==> config.mk <==
export PLATFORM = sky130hd
export DESIGN_NAME = frog_log_collision
export DESIGN_NICKNAME = d
export VERILOG_FILES = /design/src/rtl/frog_pkg.sv /design/src/rtl/sat_counter.sv /design/src/rtl/frog_log_collision.sv
export SDC_FILE = /design/constraint.sdc
export NUM_CORES = 1
export LEC_CHECK = 0
export BUFFER_PORTS_ARGS = -buffer_cell sky130_fd_sc_hd__buf_2
export CAP_MARGIN = 20
export CORE_ASPECT_RATIO = 2
export CORE_UTILIZATION = 51
export DETAILED_ROUTE_END_ITERATION = 10
export GPL_TIMING_DRIVEN = 0
export HOLD_SLACK_MARGIN = 0.12
export PLACE_DENSITY = 0.76
export SYNTH_ARGS = -nofsm -noshare
export SYNTH_HDL_FRONTEND = slang
export SYNTH_SLANG_ARGS = --single-unit
==> constraint.sdc <==
create_clock -name CLK -period 2.2 [get_ports CLK]
set_input_delay 0.11 -clock CLK [delete_from_list [all_inputs] [get_ports CLK]]
set_output_delay 0.11 -clock CLK [all_outputs]
set_load 0.01 [all_outputs]
==> src/rtl/frog_pkg.sv <==
`default_nettype none
// ============================================================================
// Module      : frog_pkg
// Description : Shared sizes, counter type and FSM states for frog/log
//               collision detection.
// Revision    : 1.0 - initial release
// ============================================================================
package frog_pkg;

    localparam int NUM_OF_LOGS = 2;
    localparam int CNT_W       = 16;
    localparam int LOG_IDX_W   = (NUM_OF_LOGS > 1) ? $clog2(NUM_OF_LOGS) : 1;

    typedef logic [CNT_W-1:0] cnt_t;

    typedef enum logic [1:0] {
        WAIT_SOF = 2'd0,
        SCAN     = 2'd1,
        EVAL     = 2'd2,
        REPORT   = 2'd3
    } state_t;

endpackage
`default_nettype wire

==> src/rtl/sat_counter.sv <==
`default_nettype none
// ============================================================================
// Module      : sat_counter
// Description : Saturating up-counter with synchronous clear (clear wins).
// Revision    : 1.0 - initial release
// ============================================================================
module sat_counter #(
    parameter int WIDTH = 16
) (
    input  logic             clk,
    input  logic             rst,
    input  logic             i_clr,
    input  logic             i_inc,
    output logic [WIDTH-1:0] o_count
);

    logic [WIDTH-1:0] r_count;

    always_ff @(posedge clk) begin
        if (rst || i_clr) begin
            r_count <= '0;
        end else if (i_inc && (r_count != {WIDTH{1'b1}})) begin
            r_count <= r_count + WIDTH'(1);
        end
    end

    assign o_count = r_count;

endmodule
`default_nettype wire

==> src/rtl/frog_log_collision.sv <==
`default_nettype none
// ============================================================================
// Module      : frog_log_collision
// Description : Per-frame frog/log/water overlap counting; reports log riding
//               and a debounced drown pulse after each frame boundary.
// Revision    : 1.0 - initial release
// ============================================================================
module frog_log_collision
    import frog_pkg::*;
#(
    parameter int LOG_THRESH   = 16,
    parameter int WATER_THRESH = 32,
    parameter int DROWN_FRAMES = 3
) (
    input  logic                   CLK,
    input  logic                   RESET,
    input  logic                   startOfFrame,
    input  logic                   frog_draw_req,
    input  logic [NUM_OF_LOGS-1:0] log_draw_req,
    input  logic                   water_draw_req,
    output logic                   on_log,
    output logic [LOG_IDX_W-1:0]   log_index,
    output logic                   frog_drowned,
    output logic                   result_valid
);

    localparam int                 c_wet_w        = $clog2(DROWN_FRAMES + 1);
    localparam cnt_t               c_log_thresh   = cnt_t'(LOG_THRESH);
    localparam cnt_t               c_water_thresh = cnt_t'(WATER_THRESH);
    localparam logic [c_wet_w-1:0] c_drown        = c_wet_w'(DROWN_FRAMES);
    localparam logic [c_wet_w-1:0] c_drown_m1     = c_wet_w'(DROWN_FRAMES - 1);

    state_t                 r_state;
    logic [NUM_OF_LOGS-1:0] r_hit;
    logic [NUM_OF_LOGS-1:0] r_snap_hit;
    cnt_t                   r_snap_frog;
    cnt_t                   r_snap_log;
    cnt_t                   r_snap_water;
    logic [c_wet_w-1:0]     r_wet_cnt;

    cnt_t                   w_frog_pix;
    cnt_t                   w_log_pix;
    cnt_t                   w_water_pix;
    logic                   w_sof_take;
    logic                   w_scan;
    logic                   w_frog_log;
    logic                   w_frog_water;
    logic                   w_ride;
    logic                   w_wet;
    logic [LOG_IDX_W-1:0]   w_idx;

    // A frame boundary is only honoured while waiting or scanning.
    assign w_sof_take   = startOfFrame && ((r_state == WAIT_SOF) || (r_state == SCAN));
    assign w_scan       = (r_state == SCAN) && !startOfFrame;
    assign w_frog_log   = w_scan && frog_draw_req && (|log_draw_req);
    assign w_frog_water = w_scan && frog_draw_req && !(|log_draw_req) && water_draw_req;

    sat_counter #(.WIDTH(CNT_W)) u_frog_cnt (
        .clk(CLK), .rst(RESET), .i_clr(w_sof_take),
        .i_inc(w_scan && frog_draw_req), .o_count(w_frog_pix)
    );

    sat_counter #(.WIDTH(CNT_W)) u_log_cnt (
        .clk(CLK), .rst(RESET), .i_clr(w_sof_take),
        .i_inc(w_frog_log), .o_count(w_log_pix)
    );

    sat_counter #(.WIDTH(CNT_W)) u_water_cnt (
        .clk(CLK), .rst(RESET), .i_clr(w_sof_take),
        .i_inc(w_frog_water), .o_count(w_water_pix)
    );

    always_comb begin
        w_ride = (r_snap_frog != '0) && (r_snap_log >= c_log_thresh);
        w_wet  = (r_snap_frog != '0) && !w_ride && (r_snap_water >= c_water_thresh);
        w_idx  = '0;
        // Scan downwards so the lowest-index hit is the one that sticks.
        for (int i = NUM_OF_LOGS - 1; i >= 0; i--) begin
            if (r_snap_hit[i]) begin
                w_idx = LOG_IDX_W'(i);
            end
        end
    end

    always_ff @(posedge CLK) begin
        if (RESET) begin
            r_state      <= WAIT_SOF;
            r_hit        <= '0;
            r_snap_hit   <= '0;
            r_snap_frog  <= '0;
            r_snap_log   <= '0;
            r_snap_water <= '0;
            r_wet_cnt    <= '0;
            on_log       <= 1'b0;
            log_index    <= '0;
            frog_drowned <= 1'b0;
            result_valid <= 1'b0;
        end else begin
            result_valid <= 1'b0;
            frog_drowned <= 1'b0;
            case (r_state)
                WAIT_SOF: begin
                    if (startOfFrame) begin
                        r_hit   <= '0;
                        r_state <= SCAN;
                    end
                end
                SCAN: begin
                    if (startOfFrame) begin
                        r_snap_frog  <= w_frog_pix;
                        r_snap_log   <= w_log_pix;
                        r_snap_water <= w_water_pix;
                        r_snap_hit   <= r_hit;
                        r_hit        <= '0;
                        r_state      <= EVAL;
                    end else if (w_frog_log) begin
                        r_hit <= r_hit | log_draw_req;
                    end
                end
                EVAL: begin
                    result_valid <= 1'b1;
                    on_log       <= w_ride;
                    log_index    <= w_ride ? w_idx : '0;
                    if (w_wet) begin
                        if (r_wet_cnt != c_drown) begin
                            r_wet_cnt <= r_wet_cnt + c_wet_w'(1);
                        end
                        frog_drowned <= (r_wet_cnt == c_drown_m1);
                    end else begin
                        r_wet_cnt <= '0;
                    end
                    r_state <= REPORT;
                end
                REPORT: begin
                    r_state <= SCAN;
                end
                default: begin
                    r_state <= WAIT_SOF;
                end
            endcase
        end
    end

endmodule
`default_nettype wire
==> results of run 1 <==
-- per-stage QoR --
| step | area (sq um) | total power, W |
|---|---|---|
| floorplan | 4409 | 0.002019 |
| global placement | 4582 | 0.002088 |
| detailed placement | 4582 | 0.002094 |
| CTS | 4925 | 0.003707 |
| global route | 4937 | 0.003819 |
| finish | 4937 | 0.003694 |
-- worst paths after layout --
kind | startpoint | depth (start not counted) | slack (ps) | to
max | r_state[1] | 8 | 220 | u_frog_cnt.o_count[12]
min | startOfFrame | 4 | 250 | r_state[0]
max reg2reg | r_state[1] | 8 | 220 | u_frog_cnt.o_count[12]
min reg2reg | r_snap_hit[0] | 2 | 450 | r_snap_hit[0]
-- cells in the mapped netlist, types with 7 or more instances --
| cell | number | area (sq um) |
|---|---|---|
| dfxtp_1 | 99 | 1982 |
| nand2_1 | 95 | 356.6 |
| a21oi_1 | 57 | 285.3 |
| nor2_1 | 56 | 210.2 |
| clkbuf_1 | 21 | 78.83 |
| xnor2_1 | 20 | 175.2 |
| xor2_1 | 17 | 148.9 |
| nand3_1 | 14 | 70.07 |
| nand4_1 | 13 | 81.33 |
| and3_1 | 11 | 68.82 |
| nor4_1 | 11 | 68.82 |
| ha_1 | 8 | 100.1 |
| and4_1 | 7 | 61.31 |
| inv_1 | 7 | 26.28 |
-- timing repair --
| action | in CTS | in global routing |
|---|---|---|
| hold buffers | 3 | 0 |
| endpoints found under the setup margin | 0 | 11 |
| hold endpoints to repair | 3 | 0 |
| gates resized for setup | 0 | 3 |
-- final cells by class --
class	instances	area (sq um)	share of cell area, %
multi-input cells	386	2293	46.45
flip-flops and latches	99	1982	40.14
clock buffers	12	256.5	5.195
well taps	98	122.6	2.484
plain buffers	28	120.1	2.433
repair buffers	13	80.08	1.622
clock inverters	4	56.30	1.140
inverters	7	26.28	0.5322
-- registers in the layout, summed over array words and instances, names as in the netlist, 2 cells and up --
signal               cells
r_snap_frog             16
u_frog_cnt.o_count      16
u_log_cnt.o_count       16
u_water_cnt.o_count     16
r_snap_log              12
r_snap_water            11
r_hit                    2
r_snap_hit               2
r_state                  2
r_wet_cnt                2
-- worst register-to-register path, delay by kind of cell, from the launching register on --
kind	cells	cell delay, ps
flops	1	320
buf+inv	2	370
mux	1	180
simple gates	4	720
fa+ha+maj	1	280
-- metal layers --
layer	share of wire, %	up-vias	global-route usage [%]
li1	-	1854	-
met1	38	1740	22.04
met2	57	50	44.55
met3	2.0	19	4.966
met4	3.1	0	12.17
met5	0	-	0
-- placed cells by master (no fill, tap or decap), types with 4 or more instances in the layout --
cell | synthesis | routed
dfxtp_1 | 99 | 99
nand2_1 | 95 | 95
a21oi_1 | 57 | 57
nor2_1 | 56 | 56
clkbuf_1 | 21 | 22
xnor2_1 | 20 | 20
xor2_1 | 17 | 17
buf_2 | 6 | 16
nand3_1 | 14 | 14
nand4_1 | 13 | 13
nor4_1 | 11 | 11
and3_1 | 11 | 11
clkbuf_16 | 0 | 9
inv_1 | 7 | 7
and4_1 | 7 | 7
ha_1 | 8 | 7
nor3_1 | 6 | 6
a211oi_1 | 6 | 6
o21ai_0 | 6 | 6
mux2i_1 | 5 | 5
o211ai_1 | 5 | 5
or3_1 | 4 | 4
a2111oi_2 | 4 | 4
-- cells by family after synthesis --
| family | Yosys count | share of synthesized area, % |
|---|---|---|
| simple gates | 247 | 28.63 |
| flops | 99 | 44.95 |
| buf+inv | 35 | 3.320 |
| xor+xnor | 37 | 7.350 |
| mux | 6 | 1.390 |
| fa+ha+maj | 8 | 2.270 |
| compound gates | 88 | 12.09 |
-- power by group through the flow --
stage,clock network [W],logic (W),registers (W)
2_1_floorplan,0,0.000165,0.00185
3_3_place_gp,0,0.000235,0.00185
3_5_place_dp,0,0.000239,0.00185
4_1_cts,0.00165,0.000244,0.00181
5_1_grt,0.00174,0.000269,0.00181
6_report,0.00163,0.000247,0.00181
==> impl_metrics.tcl, run 1 <==
set metrics [dict create \
    status "completed" \
    grt_first_pass_wirelength_um 15930 \
    vias 3663 \
    vias_per_cell 5.662 \
    grt_use_total_pct 23.60 \
    leakage_nw 1.647 \
    share_seq_of_total_power_pct 49.1 \
    finalCriticalPeriod_ps 1982 \
    ys.flop_type "dfxtp_1" \
    finalWorstSetupSlack_ps 217.9 \
    cpLargestDelayFamily "simple AND/OR/NAND/NOR gates" \
    ant_nets 0 \
    crit_chain "inv_1 > ha_2 > nand3b_4 > clkbuf_1 > nor4_1 > nand2_1 > mux2i_1 > nor2_1" \
    clockBufferDepth 2 \
    cts_max_level 3 \
    worstMarginPinSlew_ps 543.5 \
    preCtsSetupSlack_ps 31.05 \
    io_pins 11 \
    syn_avg_cell_area_sq_um 8.479 \
    slew_violations 0 \
    cp_data_required_time_ps 2430 \
    fin_skew_ps 5.225 \
    period_share_pct 90.09 \
    crit_type "reg2reg" \
    synthToLayoutAreaGrowth_pct 11.98 \
    core-area_sq_um 8351 \
    peakVddDrop_mv 0.4284 \
    cpPeakStageDelay_ps 380 \
    final_core_util_pct 59.13 \
    power.density_nw_per_um2 748.3 \
    die_h_um 133.5 \
    synth_seq_area_share_pct 44.95 \
    drtIter0Drc 172 \
    stdcell_count 647 \
    synth-seq-cells 99 \
    die_x_um 67.75 \
    start_util_pct 52.80 \
    setup_viol 0 \
    combPwrFrac_pct 6.7 \
    routedWlPerCell_um 15.35 \
    crit_buf_inv 2 \
    antenna_found_initial 0 \
    fill_cells 732 \
    rsz0062_at_grt "false" \
    yosysUniqueCellTypes 54 \
    drc 0 \
    nets 559 \
    num_rows 47 \
    clockPowerShare_pct 44.2 \
    whs_ps 250.9 \
    setup_tns_ps 0 \
    cts_tree "built" \
    grt_pass1_vias 3565 \
    grt-ovfl-total 0 \
    cp_slowest_cell "nor4_1" \
    place_congestion 0.8412 \
    die-area_sq_um 9044 \
    clock-root-buffer "clkbuf_16" \
    max-slew-margin-rel_pct 63.77 \
    grt_max_degree 17 \
    arrival_ps 2210 \
    critPathCaptureType "register" \
    dp.cells 628 \
    dp_hpwl_um 7346 \
    port_buffers 10 \
    drt_first_pass_iters 4 \
    syn_area_sq_um 4409 \
    async_reset_ff_share_pct 0 \
    drive_gt1_share_pct 10.20 \
    switching_share_pct 23.51 \
    hp-class "in2reg" \
    hold_violations 0 \
    power_switching_w 0.0008684 \
    fmax_ghz 0.5045 \
    drv_cap 0 \
    cp-start-kind "register" \
    insertion_delay_ps 340 \
    synth_edf_count 0 \
    syn-num-nets 535 \
    cts_made_buffers 9 \
    worstPathMaxFanout 10 \
    internal_power_w 0.002826 \
    routed_wirelength_um 9930 \
    worst_setup_hold_path_clk_slew_ps 70 \
    ys.warnings.count 0 \
    cts_setup_buffers 0 \
    diodes 0 \
    cts.sinks 99 \
    synthCells 520 \
]
No activity file was read; power rests on OpenSTA's default activity.
==> inputs of run 2 (changes only) <==
--- a/config.mk
+++ b/config.mk
@@ -13,6 +13,7 @@
 export GPL_TIMING_DRIVEN = 0
 export HOLD_SLACK_MARGIN = 0.12
 export PLACE_DENSITY = 0.76
+export REMOVE_ABC_BUFFERS = 1
 export SYNTH_ARGS = -nofsm -noshare
 export SYNTH_HDL_FRONTEND = slang
 export SYNTH_SLANG_ARGS = --single-unit
==> impl_metrics.tcl, run 2 (synthesis results as in run 1) <==
set metrics [dict create \
    place_congestion 0.8462 \
    vias_per_cell 5.772 \
    nets 536 \
    rr_worst_depth 7 \
    arrival_ps 2260 \
    drc 0 \
    hp-class "in2reg" \
    cp-endpoint "u_log_cnt.o_count[6]" \
    grt_use_total_pct 22.58 \
    grt-ovfl-total 0 \
    fin_skew_ps 4.621 \
    die_h_um 133.5 \
    rr_startpoint "r_state[1]" \
    leakage_nw 1.637 \
    whs_ps 267.3 \
    start_util_pct 52.80 \
    fill_cells 757 \
    slew_violations 0 \
    cp_data_required_time_ps 2430 \
    peakVddDrop_mv 0.4869 \
    cts_max_level 3 \
    worstPathMaxFanout 16 \
    port_buffers 10 \
    clock-root-buffer "clkbuf_16" \
    cts_made_buffers 9 \
    p_total_w 0.003581 \
    routed_wirelength_um 9105 \
    routedWlPerCell_um 14.64 \
    critPathLaunch "r_state[1]" \
    critPathCaptureType "register" \
    io_pins 11 \
    drt_first_pass_iters 5 \
    ant_nets 0 \
    insertion_delay_ps 350 \
    cts_tree "built" \
    hold_violations 0 \
    max-slew-margin-rel_pct 42.15 \
    num_rows 47 \
    power.density_nw_per_um2 734.8 \
    status "completed" \
    synthToLayoutAreaGrowth_pct 10.53 \
    clockBufferDepth 2 \
    drtIter0Drc 176 \
    setup_viol 0 \
    reg2reg_to "u_log_cnt.o_count[6]" \
    grt_first_pass_wirelength_um 15620 \
    layout_common_cells "dfxtp_1, nand2_1, a21oi_1, nor2_1, xnor2_1" \
    die-area_sq_um 9044 \
    worstMarginPinSlew_ps 867.8 \
    die_x_um 67.75 \
    cp-start-kind "register" \
    antenna_found_initial 0 \
    grt_max_degree 50 \
    drv_cap 0 \
    seqCellArea_sq_um 1982 \
    cts.sinks 99 \
    multi_input_area_sq_um 2312 \
    period_share_pct 92.14 \
    grt_pass1_vias 3634 \
    final_common_cell "dfxtp_1" \
    drive_gt1_share_pct 10.31 \
    dp_hpwl_um 6257 \
    rrSetupSlack_ps 170 \
    rsz0062_at_grt "false" \
    diodes 0 \
    crit_type "reg2reg" \
    fmax_ghz 0.4933 \
    core-area_sq_um 8351 \
    worst_setup_hold_path_clk_slew_ps 60 \
    vias 3590 \
    finalCriticalPeriod_ps 2027 \
]
## run 2: layout make-up
class,instances,area share (%)
clock buffers,11,4.981
clock inverters,3,0.8216
inverters,7,0.5392
multi-input cells,386,47.45
flip-flops and latches,99,40.67
well taps,98,2.516
repair buffers,18,3.030
## run 2: power breakdown
part	switching, W	internal [W]
sequential	0.00000869	0.00181
combinational	0.000171	0.0000694
clock	0.000631	0.000895
## run 2: repair_timing
action | in CTS | in global routing
hold buffers | 2 | 0
pin swaps | 0 | 1
resized for setup | 2 | 2
buffers inserted | 0 | 4
hold endpoints to repair | 2 | 0
endpoints found under the setup margin | 14 | 13
## run 2: worst min path at each step
stage / start / to / slack, ps / cells past startpoint
global route: water_draw_req / u_water_cnt.o_count[2] / 280 / 5
floorplan: RESET / log_index / 180 / 1
CTS: startOfFrame / r_state[0] / 260 / 4
detailed placement: log_draw_req[1] / r_hit[1] / 400 / 3
global placement: log_draw_req[0] / r_hit[0] / 390 / 3
finish: startOfFrame / r_state[0] / 270 / 4
## run 2: stage by stage
step	instance area, sq um	utilization (%)	setup TNS, ps	std cells	worst slack, ps
2_1_floorplan	4289	-	-30160	492	-809.1
5_1_grt	4873	58.36	0	622	18.41
4_1_cts	4835	57.90	0	618	77.57
3_5_place_dp	4521	54.14	-3114	602	-341.4
3_3_place_gp	4462	53.43	-86970	600	-1917
6_report	4873	58.36	0	622	172.8
## run 2: worst max-delay path, cell delays in order, from the launching register on
cell and delay (ps):
dfxtp_1 320, inv_1 100, ha_2 270, nand3b_4 250, nor3b_4 410, o21ai_2 120, nor2_1 140, mux2_1 320
## run 2: per-layer routing
metal | vias to the layer above | wire (um) | global-route usage (%)
met5 | - | 0 | 0
met4 | 0 | 236 | 10.99
li1 | 1807 | - | -
met2 | 50 | 5121 | 40.92
met1 | 1713 | 3498 | 22.92
met3 | 20 | 248 | 4.966
==> inputs of run 3 (changes only) <==
--- a/config.mk
+++ b/config.mk
@@ -9,6 +9,7 @@
 export CAP_MARGIN = 20
 export CORE_ASPECT_RATIO = 2
 export CORE_UTILIZATION = 51
+export CTS_BUF_LIST = sky130_fd_sc_hd__clkbuf_2
 export DETAILED_ROUTE_END_ITERATION = 10
 export GPL_TIMING_DRIVEN = 0
 export HOLD_SLACK_MARGIN = 0.12
==> impl_metrics.tcl, run 3 (synthesis results as in run 1) <==
set metrics [dict create \
    vias_per_cell 5.792 \
    grt_first_pass_wirelength_um 15500 \
    drv_cap 0 \
    cts_tree "built" \
    hold_violations 0 \
    cp-start-kind "register" \
    routedWlPerCell_um 14.41 \
    rsz0062_at_grt "false" \
    cp_num_cells 7 \
    cts_made_buffers 9 \
    rrSetupSlack_ps 200 \
    clock-root-buffer "clkbuf_2" \
    nets 542 \
    layout_common_cells "dfxtp_1, nand2_1, a21oi_1, nor2_1, xnor2_1" \
    status "completed" \
    cts.sinks 99 \
    drc 0 \
    grt_use_total_pct 22.30 \
    grt_max_degree 50 \
    crit_buf_inv 1 \
    hp-class "in2reg" \
    finalCriticalPeriod_ps 1995 \
    cpPeakStageDelay_ps 390 \
    worst_setup_hold_path_clk_slew_ps 230 \
    io_pins 11 \
    die_h_um 133.5 \
    whs_ps 351.4 \
    crit_chain "inv_1 > ha_2 > nand3b_4 > nor3b_4 > o21ai_2 > nor2_1 > mux2_1" \
    slew_violations 0 \
    hold_depth 4 \
    fmax_ghz 0.5012 \
    ant_nets 0 \
    vias 3643 \
    grt-ovfl-total 0 \
    cp_data_required_time_ps 2700 \
    routed_wirelength_um 9067 \
    rr_worst_depth 7 \
    fill_cells 798 \
    start_util_pct 52.80 \
    critPathCaptureType "register" \
    peakVddDrop_mv 0.2256 \
    num_rows 47 \
    arrival_ps 2500 \
    leakage_nw 1.603 \
    clockBufferDepth 2 \
    place_congestion 0.8462 \
    insertion_delay_ps 580 \
    preCtsSetupSlack_ps -341.4 \
    power.density_nw_per_um2 605.4 \
    drive_gt1_share_pct 10.38 \
    drtIter0Drc 225 \
    cp_slowest_cell "nor3b_4" \
    antenna_found_initial 1 \
    setup_tns_ps 0 \
    period_share_pct 90.70 \
    die-area_sq_um 9044 \
    fin_skew_ps 15.17 \
    drt_first_pass_iters 5 \
    critPathLaunch "r_state[1]" \
    worstPathMaxFanout 11 \
    p_total_w 0.002876 \
    synthToLayoutAreaGrowth_pct 7.747 \
    core-area_sq_um 8351 \
    cp-endpoint "u_log_cnt.o_count[6]" \
    finalWorstSetupSlack_ps 204.6 \
    worstMarginPinSlew_ps 861.8 \
    dp_hpwl_um 6257 \
    detailed_place.area_sq_um 4521 \
    cts_max_level 3 \
    final_cell_area_sq_um 4751 \
    rr_startpoint "r_state[1]" \
    grt_pass1_vias 3676 \
    die_x_um 67.75 \
    port_buffers 10 \
    final_common_cell "dfxtp_1" \
    cpLargestDelayFamily "simple AND/OR/NAND/NOR gates" \
    crit_type "reg2reg" \
    reg2reg_to "u_log_cnt.o_count[6]" \
    setup_viol 0 \
    max-slew-margin-rel_pct 42.55 \
]
-- run 3: changes by cell type in the layout (fill, tap and decap cells not counted) --
cell	previous run	this run
clkbuf_2	0	10
clkbuf_16	9	0
dlygate4sd3_1	2	7
buf_4	4	5
clkbuf_1	1	0
clkbuf_8	1	0
clkinv_1	0	1
diode_2	0	1
nor3_2	1	0
nor3_4	2	3
-- run 3: worst register-to-register path, stage by stage (launching register included) --
cell	delay, ps
dfxtp_1	370
inv_1	100
ha_2	270
nand3b_4	210
nor3b_4	390
o21ai_2	120
nor2_1	140
mux2_1	320
-- run 3: worst min-delay path by stage --
| stage | start | endpoint | slack (ps) |
|---|---|---|---|
| after global placement | log_draw_req[0] | r_hit[0] | 390 |
| after detailed placement | log_draw_req[1] | r_hit[1] | 400 |
| after floorplan | RESET | log_index | 180 |
| after global routing | log_draw_req[1] | r_hit[1] | 350 |
| after CTS | log_draw_req[1] | r_hit[1] | 320 |
| final | log_draw_req[0] | r_hit[0] | 350 |
-- run 3: what timing repair did --
item,4_1_cts,5_1_grt
cloned,0,0
pin swaps,0,2
setup buffers,0,5
hold buffers,7,0
setup endpoints to repair,15,17
gates resized for setup,2,3
endpoints found under the hold margin,17,0
-- run 3: layout make-up --
class | instances | area (sq um) | area share (%)
multi-input cells | 386 | 2318 | 48.80
flip-flops and latches | 99 | 1982 | 41.72
repair buffers | 24 | 205.2 | 4.319
well taps | 98 | 122.6 | 2.581
clock buffers | 10 | 50.05 | 1.053
clock inverters | 4 | 43.79 | 0.9218
inverters | 7 | 26.28 | 0.5531
diodes | 1 | 2.502 | 0.05267
-- run 3: metal layers --
metal	vias to the layer above	global-route usage [%]	wire, um	part of all wire (%)
met2	55	40.43	5117	56
met5	-	0	0	0
li1	1818	-	-	-
met4	0	11.94	275	3.0
met1	1748	22.54	3481	38
met3	22	4.281	193	2.1
-- run 3: stage by stage --
step,utilization (%),cells
final,56.89,629
after global placement,53.43,600
after global routing,56.89,629
after CTS,56.23,623
after detailed placement,54.14,602
after floorplan,-,492
-- run 3: where the power goes --
group,total (W),switching [W],internal (W)
Sequential,0.00182,0.00000894,0.00181
Clock,0.000805,0.000557,0.000248
Combinational,0.000251,0.000173,0.0000782
